<file path="src/rtl/cp0_intr_ctrl_if.sv">
// Bundles the CP0 mfc0/mtc0 bus, the interrupt source levels and the pipeline
// take/redirect signals that connect the controller to the core.
interface cp0_intr_ctrl_if;
  logic        cp0_we;
  logic [4:0]  cp0_waddr;
  logic [31:0] cp0_wdata;
  logic [4:0]  cp0_raddr;
  logic [31:0] cp0_rdata;
  logic        uart_rx_vld;
  logic        uart_tx_rdy;
  logic        ext_int;
  logic        int_ok;
  logic [31:0] cur_pc;
  logic        irq_take;
  logic [31:0] handler_pc;

  modport master (
    output cp0_we, cp0_waddr, cp0_wdata, cp0_raddr,
    output uart_rx_vld, uart_tx_rdy, ext_int, int_ok, cur_pc,
    input  cp0_rdata, irq_take, handler_pc
  );

  modport slave (
    input  cp0_we, cp0_waddr, cp0_wdata, cp0_raddr,
    input  uart_rx_vld, uart_tx_rdy, ext_int, int_ok, cur_pc,
    output cp0_rdata, irq_take, handler_pc
  );
endinterface

</file>
<file path="src/rtl/cp0_intr_ctrl.sv">
// Coprocessor-0 interrupt controller: Count/Compare timer, Status, Cause, EPC,
// interrupt take decision and fetch redirect to the ISR base.
module cp0_intr_ctrl #(
  parameter logic [31:0] ISR_BASE = 32'h0000_0000
) (
  input logic            clk,
  input logic            rst,
  cp0_intr_ctrl_if.slave bus
);
  localparam int DATA_W = 32;

  localparam logic [4:0] REG_COUNT   = 5'd9;
  localparam logic [4:0] REG_COMPARE = 5'd11;
  localparam logic [4:0] REG_STATUS  = 5'd12;
  localparam logic [4:0] REG_CAUSE   = 5'd13;
  localparam logic [4:0] REG_EPC     = 5'd14;

  logic [DATA_W-1:0] count;
  logic [DATA_W-1:0] compare;
  logic [DATA_W-1:0] status;
  logic [DATA_W-1:0] epc;
  logic [5:0]        cause_ip;

  logic rx_vld_p1;
  logic tx_rdy_p1;
  logic ext_int_p1;
  logic cmp_hit_p1;
  logic irq_take_p1;

  logic we_count;
  logic we_compare;
  logic we_status;
  logic we_cause;
  logic we_epc;

  logic [5:0]        hw_set;
  logic              take;
  logic [DATA_W-1:0] rdata;

  function automatic logic rise(input logic cur, input logic prev);
    return cur & ~prev;
  endfunction

  always_comb begin
    we_count   = bus.cp0_we && (bus.cp0_waddr == REG_COUNT);
    we_compare = bus.cp0_we && (bus.cp0_waddr == REG_COMPARE);
    we_status  = bus.cp0_we && (bus.cp0_waddr == REG_STATUS);
    we_cause   = bus.cp0_we && (bus.cp0_waddr == REG_CAUSE);
    we_epc     = bus.cp0_we && (bus.cp0_waddr == REG_EPC);
  end

  // Hardware set vector for IP[7:2]; IP5/IP4 have no hardware source.
  always_comb begin
    hw_set    = '0;
    hw_set[5] = cmp_hit_p1;
    hw_set[4] = rise(bus.ext_int, ext_int_p1);
    hw_set[1] = rise(bus.uart_tx_rdy, tx_rdy_p1);
    hw_set[0] = rise(bus.uart_rx_vld, rx_vld_p1);
  end

  always_comb begin
    take = status[0] & (|(cause_ip & status[15:10])) & bus.int_ok & ~irq_take_p1;
  end

  // ---- stage p1: one-cycle history for edge detect, timer match and take ----
  always_ff @(posedge clk) begin
    if (rst) begin
      rx_vld_p1   <= 1'b0;
      tx_rdy_p1   <= 1'b0;
      ext_int_p1  <= 1'b0;
      cmp_hit_p1  <= 1'b0;
      irq_take_p1 <= 1'b0;
    end else begin
      rx_vld_p1   <= bus.uart_rx_vld;
      tx_rdy_p1   <= bus.uart_tx_rdy;
      ext_int_p1  <= bus.ext_int;
      cmp_hit_p1  <= (count == compare);
      irq_take_p1 <= take;
    end
  end

  always_ff @(posedge clk) begin
    if (rst) begin
      count <= '0;
    end else if (we_count) begin
      count <= bus.cp0_wdata;
    end else begin
      count <= count + 1'b1;
    end
  end

  always_ff @(posedge clk) begin
    if (rst) begin
      compare <= '1;
    end else if (we_compare) begin
      compare <= bus.cp0_wdata;
    end
  end

  // A take clears IE even when software writes Status in the same cycle.
  always_ff @(posedge clk) begin
    if (rst) begin
      status <= '0;
    end else begin
      if (we_status) begin
        status <= bus.cp0_wdata;
      end
      if (take) begin
        status[0] <= 1'b0;
      end
    end
  end

  // Hardware sets are OR-ed after the software write so a same-cycle set wins.
  always_ff @(posedge clk) begin
    if (rst) begin
      cause_ip <= '0;
    end else begin
      cause_ip <= (we_cause ? bus.cp0_wdata[15:10] : cause_ip) | hw_set;
    end
  end

  always_ff @(posedge clk) begin
    if (rst) begin
      epc <= '0;
    end else if (take) begin
      epc <= bus.cur_pc;
    end else if (we_epc) begin
      epc <= bus.cp0_wdata;
    end
  end

  always_comb begin
    rdata = '0;
    case (bus.cp0_raddr)
      REG_COUNT:   rdata = count;
      REG_COMPARE: rdata = compare;
      REG_STATUS:  rdata = status;
      REG_CAUSE:   rdata = {16'h0000, cause_ip, 10'b0};
      REG_EPC:     rdata = epc;
      default:     rdata = '0;
    endcase
  end

  assign bus.cp0_rdata  = rdata;
  assign bus.irq_take   = take;
  assign bus.handler_pc = ISR_BASE;

endmodule

</file>
<file path="src/flat_wrapper.sv">
// flat-port wrapper written by rule: the top's interface ports become plain ports
module cp0_intr_ctrl_flat 
#(
  parameter logic [31:0] ISR_BASE = 32'h0000_0000
)
  (clk, rst, bus_cp0_we, bus_cp0_waddr, bus_cp0_wdata, bus_cp0_raddr, bus_uart_rx_vld, bus_uart_tx_rdy, bus_ext_int, bus_int_ok, bus_cur_pc, bus_cp0_rdata, bus_irq_take, bus_handler_pc);
  cp0_intr_ctrl_if bus_i ();
  input logic clk;
  input logic rst;
  input wire logic [$bits(bus_i.cp0_we)-1:0] bus_cp0_we;
  input wire logic [$bits(bus_i.cp0_waddr)-1:0] bus_cp0_waddr;
  input wire logic [$bits(bus_i.cp0_wdata)-1:0] bus_cp0_wdata;
  input wire logic [$bits(bus_i.cp0_raddr)-1:0] bus_cp0_raddr;
  input wire logic [$bits(bus_i.uart_rx_vld)-1:0] bus_uart_rx_vld;
  input wire logic [$bits(bus_i.uart_tx_rdy)-1:0] bus_uart_tx_rdy;
  input wire logic [$bits(bus_i.ext_int)-1:0] bus_ext_int;
  input wire logic [$bits(bus_i.int_ok)-1:0] bus_int_ok;
  input wire logic [$bits(bus_i.cur_pc)-1:0] bus_cur_pc;
  output wire logic [$bits(bus_i.cp0_rdata)-1:0] bus_cp0_rdata;
  output wire logic [$bits(bus_i.irq_take)-1:0] bus_irq_take;
  output wire logic [$bits(bus_i.handler_pc)-1:0] bus_handler_pc;
  assign bus_i.cp0_we = bus_cp0_we;
  assign bus_i.cp0_waddr = bus_cp0_waddr;
  assign bus_i.cp0_wdata = bus_cp0_wdata;
  assign bus_i.cp0_raddr = bus_cp0_raddr;
  assign bus_i.uart_rx_vld = bus_uart_rx_vld;
  assign bus_i.uart_tx_rdy = bus_uart_tx_rdy;
  assign bus_i.ext_int = bus_ext_int;
  assign bus_i.int_ok = bus_int_ok;
  assign bus_i.cur_pc = bus_cur_pc;
  assign bus_cp0_rdata = bus_i.cp0_rdata;
  assign bus_irq_take = bus_i.irq_take;
  assign bus_handler_pc = bus_i.handler_pc;
  cp0_intr_ctrl #(.ISR_BASE(ISR_BASE)) u_core (.clk(clk), .rst(rst), .bus(bus_i));
endmodule
</file>
<file path="config.mk">
export PLATFORM = sky130hd
export DESIGN_NAME = cp0_intr_ctrl_flat
export DESIGN_NICKNAME = d
export VERILOG_FILES = /design/src/rtl/cp0_intr_ctrl_if.sv /design/src/rtl/cp0_intr_ctrl.sv /design/src/flat_wrapper.sv
export SDC_FILE = /design/constraint.sdc
export NUM_CORES = 1
export LEC_CHECK = 0
export CORE_MARGIN = 2
export CORE_UTILIZATION = 45
export DETAILED_ROUTE_END_ITERATION = 16
export PLACE_DENSITY = 0.72
export SLEW_MARGIN = 20
export SYNTH_ARGS = -nofsm -noshare
export SYNTH_HDL_FRONTEND = slang
export SYNTH_SLANG_ARGS = --single-unit
</file>
<file path="constraint.sdc">
create_clock -name clk -period 5.75 [get_ports clk]
set_input_delay 1.725 -clock clk [delete_from_list [all_inputs] [get_ports clk]]
set_output_delay 1.725 -clock clk [all_outputs]
set_load 0.1 [all_outputs]
</file>
==> results of run 1 <==
critical path: stages:
cell and delay [ps]:
clkdlybuf4s50_1 540, nand2b_1 180, nor3_2 60, buf_4 220, a222oi_1 350, nand2_1 150
buf_12 190
cell families after synthesis:
logic type                 after synthesis  synth area share, %
buffers and inverters                  104                 7.53
muxes                                   40                 5.63
and+or+nand+nor                        348                 23.4
adders and majority gates                1                0.176
xor gates and xnor gates                62                 7.63
other                                    1               0.0527
DFF                                    139                 39.1
AOI/OAI and AO/OA                      165                 16.5
layer usage:
metal  share of wire (%)  vias to the layer above  track usage [%]
met2                  46                      226             37.8
met3                 6.1                       19             4.63
met4                 1.2                        0             6.45
met5                   0                        -                0
met1                  47                     2996             33.3
li1                    -                     3137                -
synth_stat cells, types with 2 or more instances:
| master | n | area share, % |
|---|---|---|
| mux2i_1 | 40 | 5.6 |
| a21oi_1 | 35 | 2.5 |
| nand2b_1 | 4 | 0.35 |
| xor2_1 | 37 | 4.6 |
| nor4bb_1 | 2 | 0.28 |
| clkbuf_1 | 53 | 2.8 |
| buf_1 | 5 | 0.26 |
| nand4_1 | 19 | 1.7 |
| nor4_2 | 4 | 0.70 |
| a22oi_1 | 61 | 6.4 |
| a211oi_1 | 59 | 6.2 |
| nor2b_1 | 4 | 0.35 |
| a222oi_1 | 6 | 0.84 |
| a22o_1 | 4 | 0.49 |
| nor2_1 | 69 | 3.6 |
| nand3b_1 | 34 | 3.6 |
| dfxtp_1 | 139 | 39 |
| buf_4 | 32 | 3.4 |
| and3_1 | 7 | 0.62 |
| buf_2 | 8 | 0.56 |
| nand4b_1 | 2 | 0.25 |
| inv_1 | 4 | 0.21 |
| nor3_2 | 3 | 0.42 |
| and2_1 | 2 | 0.18 |
| xnor2_1 | 25 | 3.1 |
| nor3_1 | 6 | 0.42 |
| buf_6 | 2 | 0.32 |
| and4_1 | 2 | 0.25 |
| nor4_1 | 3 | 0.26 |
| nand2_1 | 165 | 8.7 |
| nand3_1 | 18 | 1.3 |
layout make-up:
type	count	area [um^2]
inverter	4	15.0
multi-input combinational	648	3940
clock inverter	9	95.1
tap	211	264
fill	1361	6160
sequential	139	2780
clock buffer	22	474
timing repair buffer	128	1580
through the flow:
step | utilization [%] | hold WS, ps | std cells
CTS | 59.8 | 453 | 1161
finish | 59.8 | 448 | 1161
floorplan | - | 411 | 891
global route | 59.8 | 467 | 1161
detailed placement | 56.1 | 443 | 1130
global placement | 56.1 | 440 | 1130
flip-flops by register name, indices dropped and copies added, names as in the netlist:
signal	cells
u_core.compare	32
u_core.count	32
u_core.epc	32
u_core.status	32
u_core.cause_ip	6
u_core.cmp_hit_p1	1
u_core.ext_int_p1	1
u_core.irq_take_p1	1
u_core.rx_vld_p1	1
u_core.tx_rdy_p1	1
worst max path at each step:
stage	startpoint	endpoint	slack (ps)	depth (start not counted)
floorplan	bus_cp0_raddr[4]	bus_cp0_rdata[12]	680	4
global placement	bus_cp0_raddr[4]	bus_cp0_rdata[11]	610	7
detailed placement	bus_cp0_raddr[4]	bus_cp0_rdata[10]	560	7
CTS	bus_cp0_raddr[4]	bus_cp0_rdata[10]	570	7
global route	bus_cp0_raddr[4]	bus_cp0_rdata[10]	440	7
finish	bus_cp0_raddr[4]	bus_cp0_rdata[10]	590	7
power breakdown:
part           internal [mW]  switching [mW]
combinational         0.0928           0.195
sequential             0.977          0.0153
clock                  0.664           0.397
total                   1.73           0.607
==> results.yml, run 1 <==
job:
  maxCapViolations: 0
timing:
  finalHoldViolCount: 0
  fin_tns_setup_ps: 0
  fin_crit_sh_pct: 89.7
  tightest_slew_ps: 877
  final_max_slew_viol_count: 0
  postLayoutSetupSlackWorst_ps: 592
  fmax_mhz: 194
  setup_viol: 0
  fin_skew_ps: 6.85
  maxSlewHeadroom_pct: 41.5
  min_period_ps: 5160
  rsz0062_at_grt: "false"
worst_setup_path:
  required_ps: 4030
  crit_type: "in2out"
  r2r_slack_ps: 3620
  crit_fanout: 18
  r2r_end: "u_core.count[27]"
  critPathCaptureType: "output port"
  reg2regPathDepth: 5
  worstPathArrival_ps: 3430
  crit_path_start_kind: "input pin"
  reg2reg_from: "u_core.count[2]"
layout:
  layout_commonest_cell: "nand2_1"
  layout-drive-gt1-share_pct: 9.68
  final_cell_mix: "nand2_1, dfxtp_1, clkdlybuf4s50_1, nor2_1, a22oi_1"
  areaGrowthSynthToFinish_pct: 28.7
  layout.nets: 1020
  n_antenna_cell: 0
  finalInstanceArea_um2: 9160
clocking:
  clock_latency_ps: 420
  cts.sinks: 139
  cts_buffer_depth: 2
  clkTransAtPathRegs_ps: 50
  cts_buffers: 17
  htree_levels: 4
  cts_tree: "done"
  post-cts-setup-buffers: 0
  cts_root_buffer: "clkbuf_16"
  ctsHoldBuffers: 0
  ctsResizeCount: 0
detailed_routing:
  final_antenna_net_count: 0
  drcViolationCount: 0
  dr.pass1.iters: 5
  wl_per_cell_um: 16.7
  drtIter0Drc: 656
  vias: 6378
  avgViaCountPerCell: 5.49
  routed_wl_mm: 19.4
floorplan:
  initial_core_util_pct: 46.5
  core_um2: 15300
  die_x_um: 130
  ios: 146
  die_h_um: 130
  die-area_um2: 16800
  row_count: 45
synthesis:
  synth_edf_count: 0
  ys_ff_latch: 139
  yosysSeqAreaShare_pct: 39.1
  synthArstFlopShare_pct: 0
  synth_flop_cell: "dfxtp_1"
  yosysUniqueCellTypes: 37
  yosysWarnings: 0
  synthesis.area_um2: 7120
  syn_avg_cell_area_um2: 8.27
  syn_inst: 860
pwr:
  vdd_ir_drop_max_mv: 0.212
  power_density_nw_per_um2: 256
  p_leak_nw: 3.35
  power.total_mw: 2.34
global_routing:
  grt_max_degree: 90
  grt_pass1_vias: 6198
  antenna_found_initial: 0
  grt_pass1_wl_mm: 31.9
  grt_overflow: 0
  grt_usage_pct: 23.8
worst_hold_path:
  min_path_type: "reg2reg"
  min-delay-start: "u_core.cmp_hit_p1"
  hold_depth: 2
  holdPathEnd: "u_core.cause_ip[5]"
placed_design:
  hpwl_mm: 13.1
  place_congestion: 0.824
  io_buffers: 113
  place_ws_ps: 563
  post_dp_cell_area_um2: 8590
status:
  status: "completed"
No activity file was read; power rests on OpenSTA's default activity.
==> run 2, diff against run 1 <==
--- a/config.mk
+++ b/config.mk
@@ -8,6 +8,8 @@
 export CORE_MARGIN = 2
 export CORE_UTILIZATION = 45
 export DETAILED_ROUTE_END_ITERATION = 16
+export GPL_ROUTABILITY_DRIVEN = 0
+export HOLD_SLACK_MARGIN = 0.05
 export PLACE_DENSITY = 0.72
 export SLEW_MARGIN = 20
 export SYNTH_ARGS = -nofsm -noshare
==> results of run 2 <==
No change in the layout: final DEF, timing and power equal those of run 1.
